--- src/rtl/proc_ctrl_pkg.sv ---
// Shared sequencer definitions: FSM state encoding and the opcode field layout
// used by both the sequencer and the datapath decoder.
package proc_ctrl_pkg;

  typedef enum logic [2:0] {
    ST_IDLE   = 3'd0,
    ST_FETCH  = 3'd1,
    ST_DECODE = 3'd2,
    ST_EXEC   = 3'd3,
    ST_WB     = 3'd4,
    ST_HALTED = 3'd5
  } seq_state_t;

  localparam int unsigned OPER_MSB = 31;
  localparam int unsigned OPER_LSB = 27;
  localparam logic [OPER_MSB-OPER_LSB:0] HALT_OP = 5'b11111;

  function automatic logic is_halt_op(input logic [OPER_MSB-OPER_LSB:0] op);
    return op == HALT_OP;
  endfunction

endpackage

--- src/rtl/exec_timer.sv ---
// 4-bit loadable down-counter; o_done is high while the count sits at zero,
// which marks the final EXEC cycle.
module exec_timer (
  input  logic       clk,
  input  logic       rst,
  input  logic       i_load,
  input  logic [3:0] i_load_val,
  input  logic       i_en,
  output logic       o_done
);

  logic [3:0] r_cnt;

  always_ff @(posedge clk or posedge rst) begin
    if (rst) begin
      r_cnt <= '0;
    end else if (i_load) begin
      r_cnt <= i_load_val;
    end else if (i_en && (r_cnt != '0)) begin
      r_cnt <= r_cnt - 4'd1;
    end
  end

  assign o_done = (r_cnt == '0);

endmodule

--- src/rtl/instr_seq_ctrl.sv ---
// Instruction sequencer: explicit fetch/decode/execute/writeback FSM driving
// the instruction ROM handshake, IR load and datapath strobes.
module instr_seq_ctrl
  import proc_ctrl_pkg::*;
#(
  parameter int unsigned PC_W        = 8,
  parameter int unsigned INST_W      = 32,
  parameter int unsigned EXEC_CYCLES = 4
) (
  input  logic              clk,
  input  logic              sys_rst,
  input  logic              start,
  input  logic              halt_req,
  output logic [PC_W-1:0]   imem_addr,
  output logic              imem_rd_en,
  input  logic [INST_W-1:0] imem_rdata,
  input  logic              imem_valid,
  output logic [INST_W-1:0] ir,
  output logic              ir_load,
  output logic              exec_en,
  output logic              wb_en,
  input  logic              jump_en,
  input  logic [PC_W-1:0]   jump_addr,
  output logic [PC_W-1:0]   pc,
  output logic              busy,
  output logic              halted,
  output logic [15:0]       inst_count
);

  localparam logic [3:0] EXEC_LOAD = 4'(EXEC_CYCLES - 1);

  seq_state_t r_state;
  seq_state_t w_next;

  logic [PC_W-1:0]   r_pc;
  logic [INST_W-1:0] r_ir;
  logic [15:0]       r_inst_count;
  logic              r_rd_en;
  logic              r_ir_load;
  logic              r_exec_en;
  logic              r_wb_en;
  logic              r_busy;
  logic              r_halted;

  logic w_capture;
  logic w_is_halt;
  logic w_timer_load;
  logic w_timer_done;

  assign w_capture = (r_state == ST_FETCH) && imem_valid;
  assign w_is_halt = is_halt_op(r_ir[OPER_MSB:OPER_LSB]);

  exec_timer u_exec_timer (
    .clk        (clk),
    .rst        (sys_rst),
    .i_load     (w_timer_load),
    .i_load_val (EXEC_LOAD),
    .i_en       (r_state == ST_EXEC),
    .o_done     (w_timer_done)
  );

  always_ff @(posedge clk or posedge sys_rst) begin
    if (sys_rst) begin
      r_state <= ST_IDLE;
    end else begin
      r_state <= w_next;
    end
  end

  always_comb begin
    w_next       = r_state;
    w_timer_load = 1'b0;
    case (r_state)
      ST_IDLE:   if (start) w_next = ST_FETCH;
      ST_FETCH:  if (imem_valid) w_next = ST_DECODE;
      ST_DECODE: begin
        if (w_is_halt) begin
          w_next = ST_HALTED;
        end else begin
          w_timer_load = 1'b1;
          w_next       = ST_EXEC;
        end
      end
      ST_EXEC:   if (w_timer_done) w_next = ST_WB;
      ST_WB:     w_next = halt_req ? ST_HALTED : ST_FETCH;
      ST_HALTED: if (start) w_next = ST_FETCH;
      default:   w_next = ST_IDLE;
    endcase
  end

  // Strobes are registered from the next state so each one is high exactly
  // while the FSM occupies the matching state, without a decode after the flop.
  always_ff @(posedge clk or posedge sys_rst) begin
    if (sys_rst) begin
      r_rd_en   <= 1'b0;
      r_ir_load <= 1'b0;
      r_exec_en <= 1'b0;
      r_wb_en   <= 1'b0;
      r_busy    <= 1'b0;
      r_halted  <= 1'b0;
    end else begin
      r_rd_en   <= (w_next == ST_FETCH);
      r_ir_load <= w_capture;
      r_exec_en <= (w_next == ST_EXEC);
      r_wb_en   <= (w_next == ST_WB);
      r_busy    <= (w_next == ST_FETCH) || (w_next == ST_DECODE) ||
                   (w_next == ST_EXEC)  || (w_next == ST_WB);
      r_halted  <= (w_next == ST_HALTED);
    end
  end

  always_ff @(posedge clk or posedge sys_rst) begin
    if (sys_rst) begin
      r_pc         <= '0;
      r_ir         <= '0;
      r_inst_count <= '0;
    end else begin
      if (w_capture) begin
        r_ir <= imem_rdata;
      end
      if ((r_state == ST_DECODE) && w_is_halt) begin
        r_pc         <= r_pc + 1'b1;
        r_inst_count <= r_inst_count + 16'd1;
      end else if (r_state == ST_WB) begin
        r_pc         <= jump_en ? jump_addr : r_pc + 1'b1;
        r_inst_count <= r_inst_count + 16'd1;
      end
    end
  end

  assign imem_addr  = r_pc;
  assign imem_rd_en = r_rd_en;
  assign ir         = r_ir;
  assign ir_load    = r_ir_load;
  assign exec_en    = r_exec_en;
  assign wb_en      = r_wb_en;
  assign pc         = r_pc;
  assign busy       = r_busy;
  assign halted     = r_halted;
  assign inst_count = r_inst_count;

endmodule

--- config.mk ---
export PLATFORM = sky130hd
export DESIGN_NAME = instr_seq_ctrl
export DESIGN_NICKNAME = d
export VERILOG_FILES = /design/src/rtl/proc_ctrl_pkg.sv /design/src/rtl/exec_timer.sv /design/src/rtl/instr_seq_ctrl.sv
export SDC_FILE = /design/constraint.sdc
export NUM_CORES = 1
export LEC_CHECK = 0
export BUFFER_PORTS_ARGS = -buffer_cell sky130_fd_sc_hd__buf_4
export CORE_MARGIN = 2
export CORE_UTILIZATION = 35
export CTS_CLUSTER_DIAMETER = 60
export DETAILED_ROUTE_END_ITERATION = 10
export PLACE_DENSITY_LB_ADDON = 0.12
export SYNTH_ARGS = -nofsm -noshare
export SYNTH_HDL_FRONTEND = slang
export SYNTH_SLANG_ARGS = --single-unit
--- constraint.sdc ---
create_clock -name clk -period 2.75 [get_ports clk]
set_input_delay 0.55 -clock clk [delete_from_list [all_inputs] [get_ports clk]]
set_output_delay 0.55 -clock clk [all_outputs]
set_load 0.02 [all_outputs]
**Yosys cells after proc, flatten, opt, wreduce, memory -nomap -nowiden**

Cells that the tools add are included.

- Register bits after elaboration: 69
- Output and inout port bits: 70

- Add/subtract/negate cells: 3
- Equality and inequality tests: 11
- Reductions and logical operators: 12
- Mux-type cells: 15

Operators with widths:

| cell | count |
|---|---|
| $mux 16 | 2 |
| $mux 8 | 3 |
| $add 16x1->16 const B | 1 |
| $mux 3 | 5 |
| $pmux 3 s5 | 1 |
| $eq 3x2->1 const B | 4 |
| $eq 3x3->1 const B | 4 |
| $add 8x1->8 const B | 1 |
| $mux 4 | 2 |
| $eq 3x1->1 const B | 2 |
| $eq 5x5->1 const B | 1 |
| $logic_not 4->1 | 1 |
| $reduce_bool 2->1 | 2 |
| $reduce_bool 4->1 | 1 |
| $sub 4x1->4 const B | 1 |
| $logic_and 1x1->1 | 3 |
| $logic_not 3->1 | 1 |
| $logic_or 1x1->1 | 3 |
| $mux 1 | 2 |
| $reduce_or 2->1 | 1 |

**Logic depth before layout (Yosys ltp)**

- Depth in word-level cells: 7
- Gate-level depth with buffers: 7
- Gate-level depth less buffers: 6

**Modules after synthesis**

Synthesis repeated with hierarchy kept, for this count alone.

- Cells, all modules: 276
- Area, all modules: 3308.2 um2

Modules (own cells, without submodules):

| module | area an instance (um2) | times used | cells each |
|---|---|---|---|
| instr_seq_ctrl | 3046.7 | 1 | 248 |
| exec_timer | 261.5 | 1 | 28 |

**Worst setup path after synthesis**

No wires, ideal clock.

- Path type: flip-flop to flip-flop
- From: reg r_state[0]
- To: reg r_pc[7], in the netlist imem_addr[7]
- Arrival time: 1.644 ns
- Period minus slack after synthesis: 1.770 ns
- Setup time: 0.126 ns
- Setup slack: 0.980 ns
- Path buffers: 1
- Required time: 2.624 ns
- Cell stages (with the launch flop): 6
- Cells stage by stage: dfrtp_1 -> buf_2 -> or3b_4 -> o31ai_4 -> nor2_1 -> a221o_1

- Word-level cells in the longest chain between the ends: 3
- Elaborated cells on any way between the ends: 5
- Those cells by class: 2 x eq/ne; 1 x mux; 2 x reduce/logical

RTL lines:

| what | RTL line | RTL |
|---|---|---|
| from (decl) | instr_seq_ctrl.sv:32 | `seq_state_t r_state;` |
| from (signal assigned) | instr_seq_ctrl.sv:66 | `r_state <= w_next;` |
| $eq 3x2->1 | instr_seq_ctrl.sv:121 | `if ((r_state == ST_DECODE) && w_is_halt) begin` |
| $logic_and 1x1->1 | instr_seq_ctrl.sv:121 |  |
| $mux 8 / $reduce_bool 2->1 (equally long branches) | - |  |
| to (signal assigned) | instr_seq_ctrl.sv:122 | `r_pc <= r_pc + 1'b1;` |
| to (signal assigned) | instr_seq_ctrl.sv:125 | `r_pc <= jump_en ? jump_addr : r_pc + 1'b1;` |
| to (decl) | instr_seq_ctrl.sv:35 | `logic [PC_W-1:0] r_pc;` |

Parallel ways exist; a longest one is shown, timed or not.
A chain may end at the register's enable or synchronous reset.

**Worst setup path in the final report**

- From: reg r_state[0]
- To: reg r_inst_count[14], in the netlist inst_count[14]

- Word-level cells in the longest chain between the ends: 3
- Elaborated cells on any way between the ends: 5
- Those cells by class: 2 x eq/ne; 1 x mux; 2 x reduce/logical

RTL lines:

| what | RTL line | RTL |
|---|---|---|
| $eq 3x2->1 | instr_seq_ctrl.sv:121 |  |
| $logic_and 1x1->1 | instr_seq_ctrl.sv:121 |  |
| $mux 16 / $reduce_bool 2->1 (equally long branches) | - |  |
| to (signal assigned) | instr_seq_ctrl.sv:123 | `r_inst_count <= r_inst_count + 16'd1;` |
| to (signal assigned) | instr_seq_ctrl.sv:126 | `r_inst_count <= r_inst_count + 16'd1;` |
| to (decl) | instr_seq_ctrl.sv:37 | `logic [15:0] r_inst_count;` |

Parallel ways exist; a longest one is shown, timed or not.

==> results summary <==
The post-synthesis mux area share came out at 0.133. The setup clock skew after layout is 0.00786 ns. In the synthesized netlist the dominant register cell turns out to be dfrtp_1.

The die extent in x came out at 97.9 um. The count of flip-flops with a built-in enable after synthesis is 0. The largest individual stage delay along the critical path comes from the cell o32a_1. In this run the power spent charging and discharging nets is 0.00177 W.

The most common cell after layout, fill and taps aside is buf_4. After clock tree synthesis, the clock-pin slew on the worst setup and hold paths is 0.08 ns. The fill cell instance count of the final layout came out at 789. The switching fraction of total power came out at 0.374. The number of antenna violations at the first check in global routing is 0. The cell total after placement is 467. The detail-routed net length per standard cell is 14.3 um. The first global-routing pass estimated 11300 um of wire. The root buffer selected by CTS is clkbuf_8.

The post-detailed-route DRC marker count is 0. The internal power consumption is 0.00296 W. STA classifies the critical path startpoint as a register. The leakage power summed over all cells is 2.07 nW.

The number of antenna cells inserted came out at 0. The floorplan step set the die height to 97.9 um. After synthesis, the largest family of logic cells by area is simple AND/OR/NAND/NOR gates. In the layout the commonest cells are buf_4, dfrtp_1, mux2_2, nand2_1, inv_1. The maximum buffer depth of the clock tree came out at 2. The number of violations of the max-capacitance limit came out at 0.

The start of the worst register-to-register path is r_state[0]. In this run the worst hold path is classified as in -> async. After detailed routing, the number of vias per cell comes to 4.83. The share of synthesized cell area in full adder, half adder and majority cells is 0.0122. The number of H-tree levels came out at 3. The number of library cell types mapped by synthesis is 44.

The flow ran to the end, and the final reports show no timing, DRC or antenna violations. Hold is met by 0.333 ns. The total number of vias is 2333. The number of hold buffers added after CTS was 0. The peak clock frequency supported by timing is 497 MHz.

The clock network fraction of total power came out at 0.203. In this run the worst path has a maximum fanout of 19. The total negative setup slack came out at 0 ns. TritonCTS built the clock tree. Dividing the final minimum period by the clock period gives 0.732. The maximum single-stage delay on the critical path is 0.58 ns. The number of flip-flops and latches in the synthesized netlist is 69. For this block, the routed nets add up to 6890 um of wire. A synthesized cell averages 12.0 sq um.

The xor/xnor share of the synthesized area is 0.0511. The core box area is 8640 sq um. The die covers 9580 sq um.

The largest net degree at the start of global routing came out at 37. The sequential standard cell area came out at 1730 sq um. The reg-to-reg endpoint is inst_count[14]. The worst path arrival time is 2.29 ns. The fraction of synthesis flops using an asynchronous set or reset pin came out at 1.00. The number of global-route vias before repair was 2279.

The number of buffers and inverters on the critical path is 0. Of the total synthesized cell area, the portion taken by AND, OR, NAND and NOR gates is 0.134. The area occupied by multi-input gates is 1220 sq um. The total number of yosys warnings is 0.

The post-CTS resize count came out at 0. The final-report setup violation count came out at 0. The worst pin sits at a relative slew slack of 0.485. The minimum setup slack among reg-to-reg paths came out at 0.74 ns. At the worst endpoint, the required time is 3.02 ns. Clock latency on the worst-skew pair, taken at its later pin, is 0.35 ns. Of the total power, combinational logic draws 0.435. The site row count came out at 34. The critical path goes through nand4b_1 > o32a_1 > nor4_1 > xor2_1.

For this run, the total global-route usage over all layers was measured as 0.148. The area growth from synthesis to final layout is 38.1%. The share of total power dissipated in sequential elements is 0.362. The cell area after synthesis is 3090 sq um. Summed over all layers, the global routing overflow is 0. For this configuration, the core starts out at a cell density of 0.357.

STA classifies the critical path endpoint as a register. The final-report max-slew violation count was 0. The complex-gate fraction of the synthesized area is 0.0624. The count of boundary I/O pins came out at 116. Power spread over the standard cell area amounts to 1110 nW/um^2.

The violation count after the first detailed-route iteration is 112. The routability congestion estimate from global placement is 0.746. The share of post-route cells with drive strength above 1 came out at 0.459. The worst path in the final design needs a cycle of 2.01 ns, including I/O delays and setup. The final HPWL from detailed placement came out at 4910 um.

The count of final hold-check violations is 0. At the pin with the least slew margin, the transition time is 0.771 ns. The total CTS buffers is 9. Across the VDD grid, the largest voltage drop is 0.657 mV.

Synthesis handed over a netlist of 257 instances. The detailed-routing iteration count for the pre-antenna-repair pass is 4. The setup path with the least slack is of type reg -> reg. The final cell count without fillers came out at 483. Setup repair after global routing left no endpoint under its margin. In the final design database the tool counted 419 nets.

After clock tree synthesis, the setup repair step added 0 buffers. Broken down by cell family, the worst path's largest delay share belongs to simple AND/OR/NAND/NOR gates. The sink count of the clock tree is 69. The quantity of I/O buffers inserted on ports came out at 115. The net count of the mapped netlist is 306. The depth of the most critical reg-to-reg path is 4. For this run, the register share of the synthesized area comes to 0.560.

The count of nets left with antenna violations after detail routing is 0.
[layout make-up]
class	count	share of cell area
Clock inverter	5	0.0191
Timing Repair Buffer	118	0.211
Sequential cell	69	0.405
Tap cell	108	0.0317
Clock buffer	11	0.0355
Inverter	13	0.0115
Multi-Input combinational cell	159	0.286
[cells in the mapped netlist, types with 2 or more instances]
cell type	count	area share
o211ai_1	2	0.0049
inv_1	13	0.016
a21oi_1	3	0.0049
mux2_2	31	0.11
nor4_1	4	0.0081
nand2_1	19	0.023
ha_1	3	0.012
nor2b_1	2	0.0041
xor2_1	9	0.026
nand4_1	6	0.012
a2bb2oi_1	3	0.0085
nand3_1	10	0.016
xnor2_1	9	0.026
and4_1	2	0.0057
o21ai_0	8	0.013
buf_4	8	0.019
or3b_2	2	0.0057
dfrtp_1	69	0.56
and2_1	3	0.0061
mux2i_1	6	0.019
nor2_1	7	0.0085
a22oi_1	2	0.0049
nand2b_1	2	0.0041
buf_2	7	0.011
nor3_1	8	0.013
[power by group through the flow]
stage | Combinational (W) | Clock, W | Sequential (W)
2_1_floorplan | 0.000940 | 0 | 0.00207
3_3_place_gp | 0.00207 | 0 | 0.00171
3_5_place_dp | 0.00208 | 0 | 0.00173
4_1_cts | 0.00208 | 0.000990 | 0.00172
5_1_grt | 0.00220 | 0.00104 | 0.00177
6_report | 0.00205 | 0.000960 | 0.00171
[worst max path at each step]
stage	start	end	slack (ns)	cells after the start
final	r_state[0]	inst_count[14]	0.74	4
after global routing	r_state[0]	inst_count[13]	0.59	4
after CTS	r_state[0]	inst_count[13]	0.74	4
after detailed placement	r_state[0]	inst_count[13]	0.75	4
after global placement	r_state[0]	inst_count[15]	0.84	4
after floorplan	sys_rst	busy	0.46	1
[worst reg2reg max path, cell delays in order, from the launching register on]
cell and delay (ns):
dfrtp_1 0.49, nand4b_1 0.26, o32a_1 0.58, nor4_1 0.43
xor2_1 0.18
[state kept, by name (all words and copies together) (netlist names), 3 cells and up]
signal,cells
r_state,3
imem_addr,8
ir,32
inst_count,16
u_exec_timer.r_cnt,4
[routing by layer]
layer,share of wire,GRT usage
met1,0.45,0.197
met2,0.44,0.212
met3,0.096,0.0637
met4,0.013,0.0577
met5,0,0
[cell families (layout without fill, tap and decap cells)]
logic type	after synthesis	count (layout)
compound gates	26	26
xor+xnor	18	18
fa+ha+maj	3	3
buf+inv	29	147
flops	69	69
mux	37	37
simple gates	75	75
[per-stage QoR]
stage          setup slack (ns)  power, W  area (sq um)   util
2_1_floorplan             0.460   0.00301          3090      -
3_3_place_gp              0.835   0.00378          4030  0.466
3_5_place_dp              0.750   0.00381          4030  0.466
4_1_cts                   0.741   0.00479          4260  0.493
5_1_grt                   0.591   0.00501          4260  0.493
6_report                  0.738   0.00472          4260  0.493
Power figures use the tool's default switching activity.
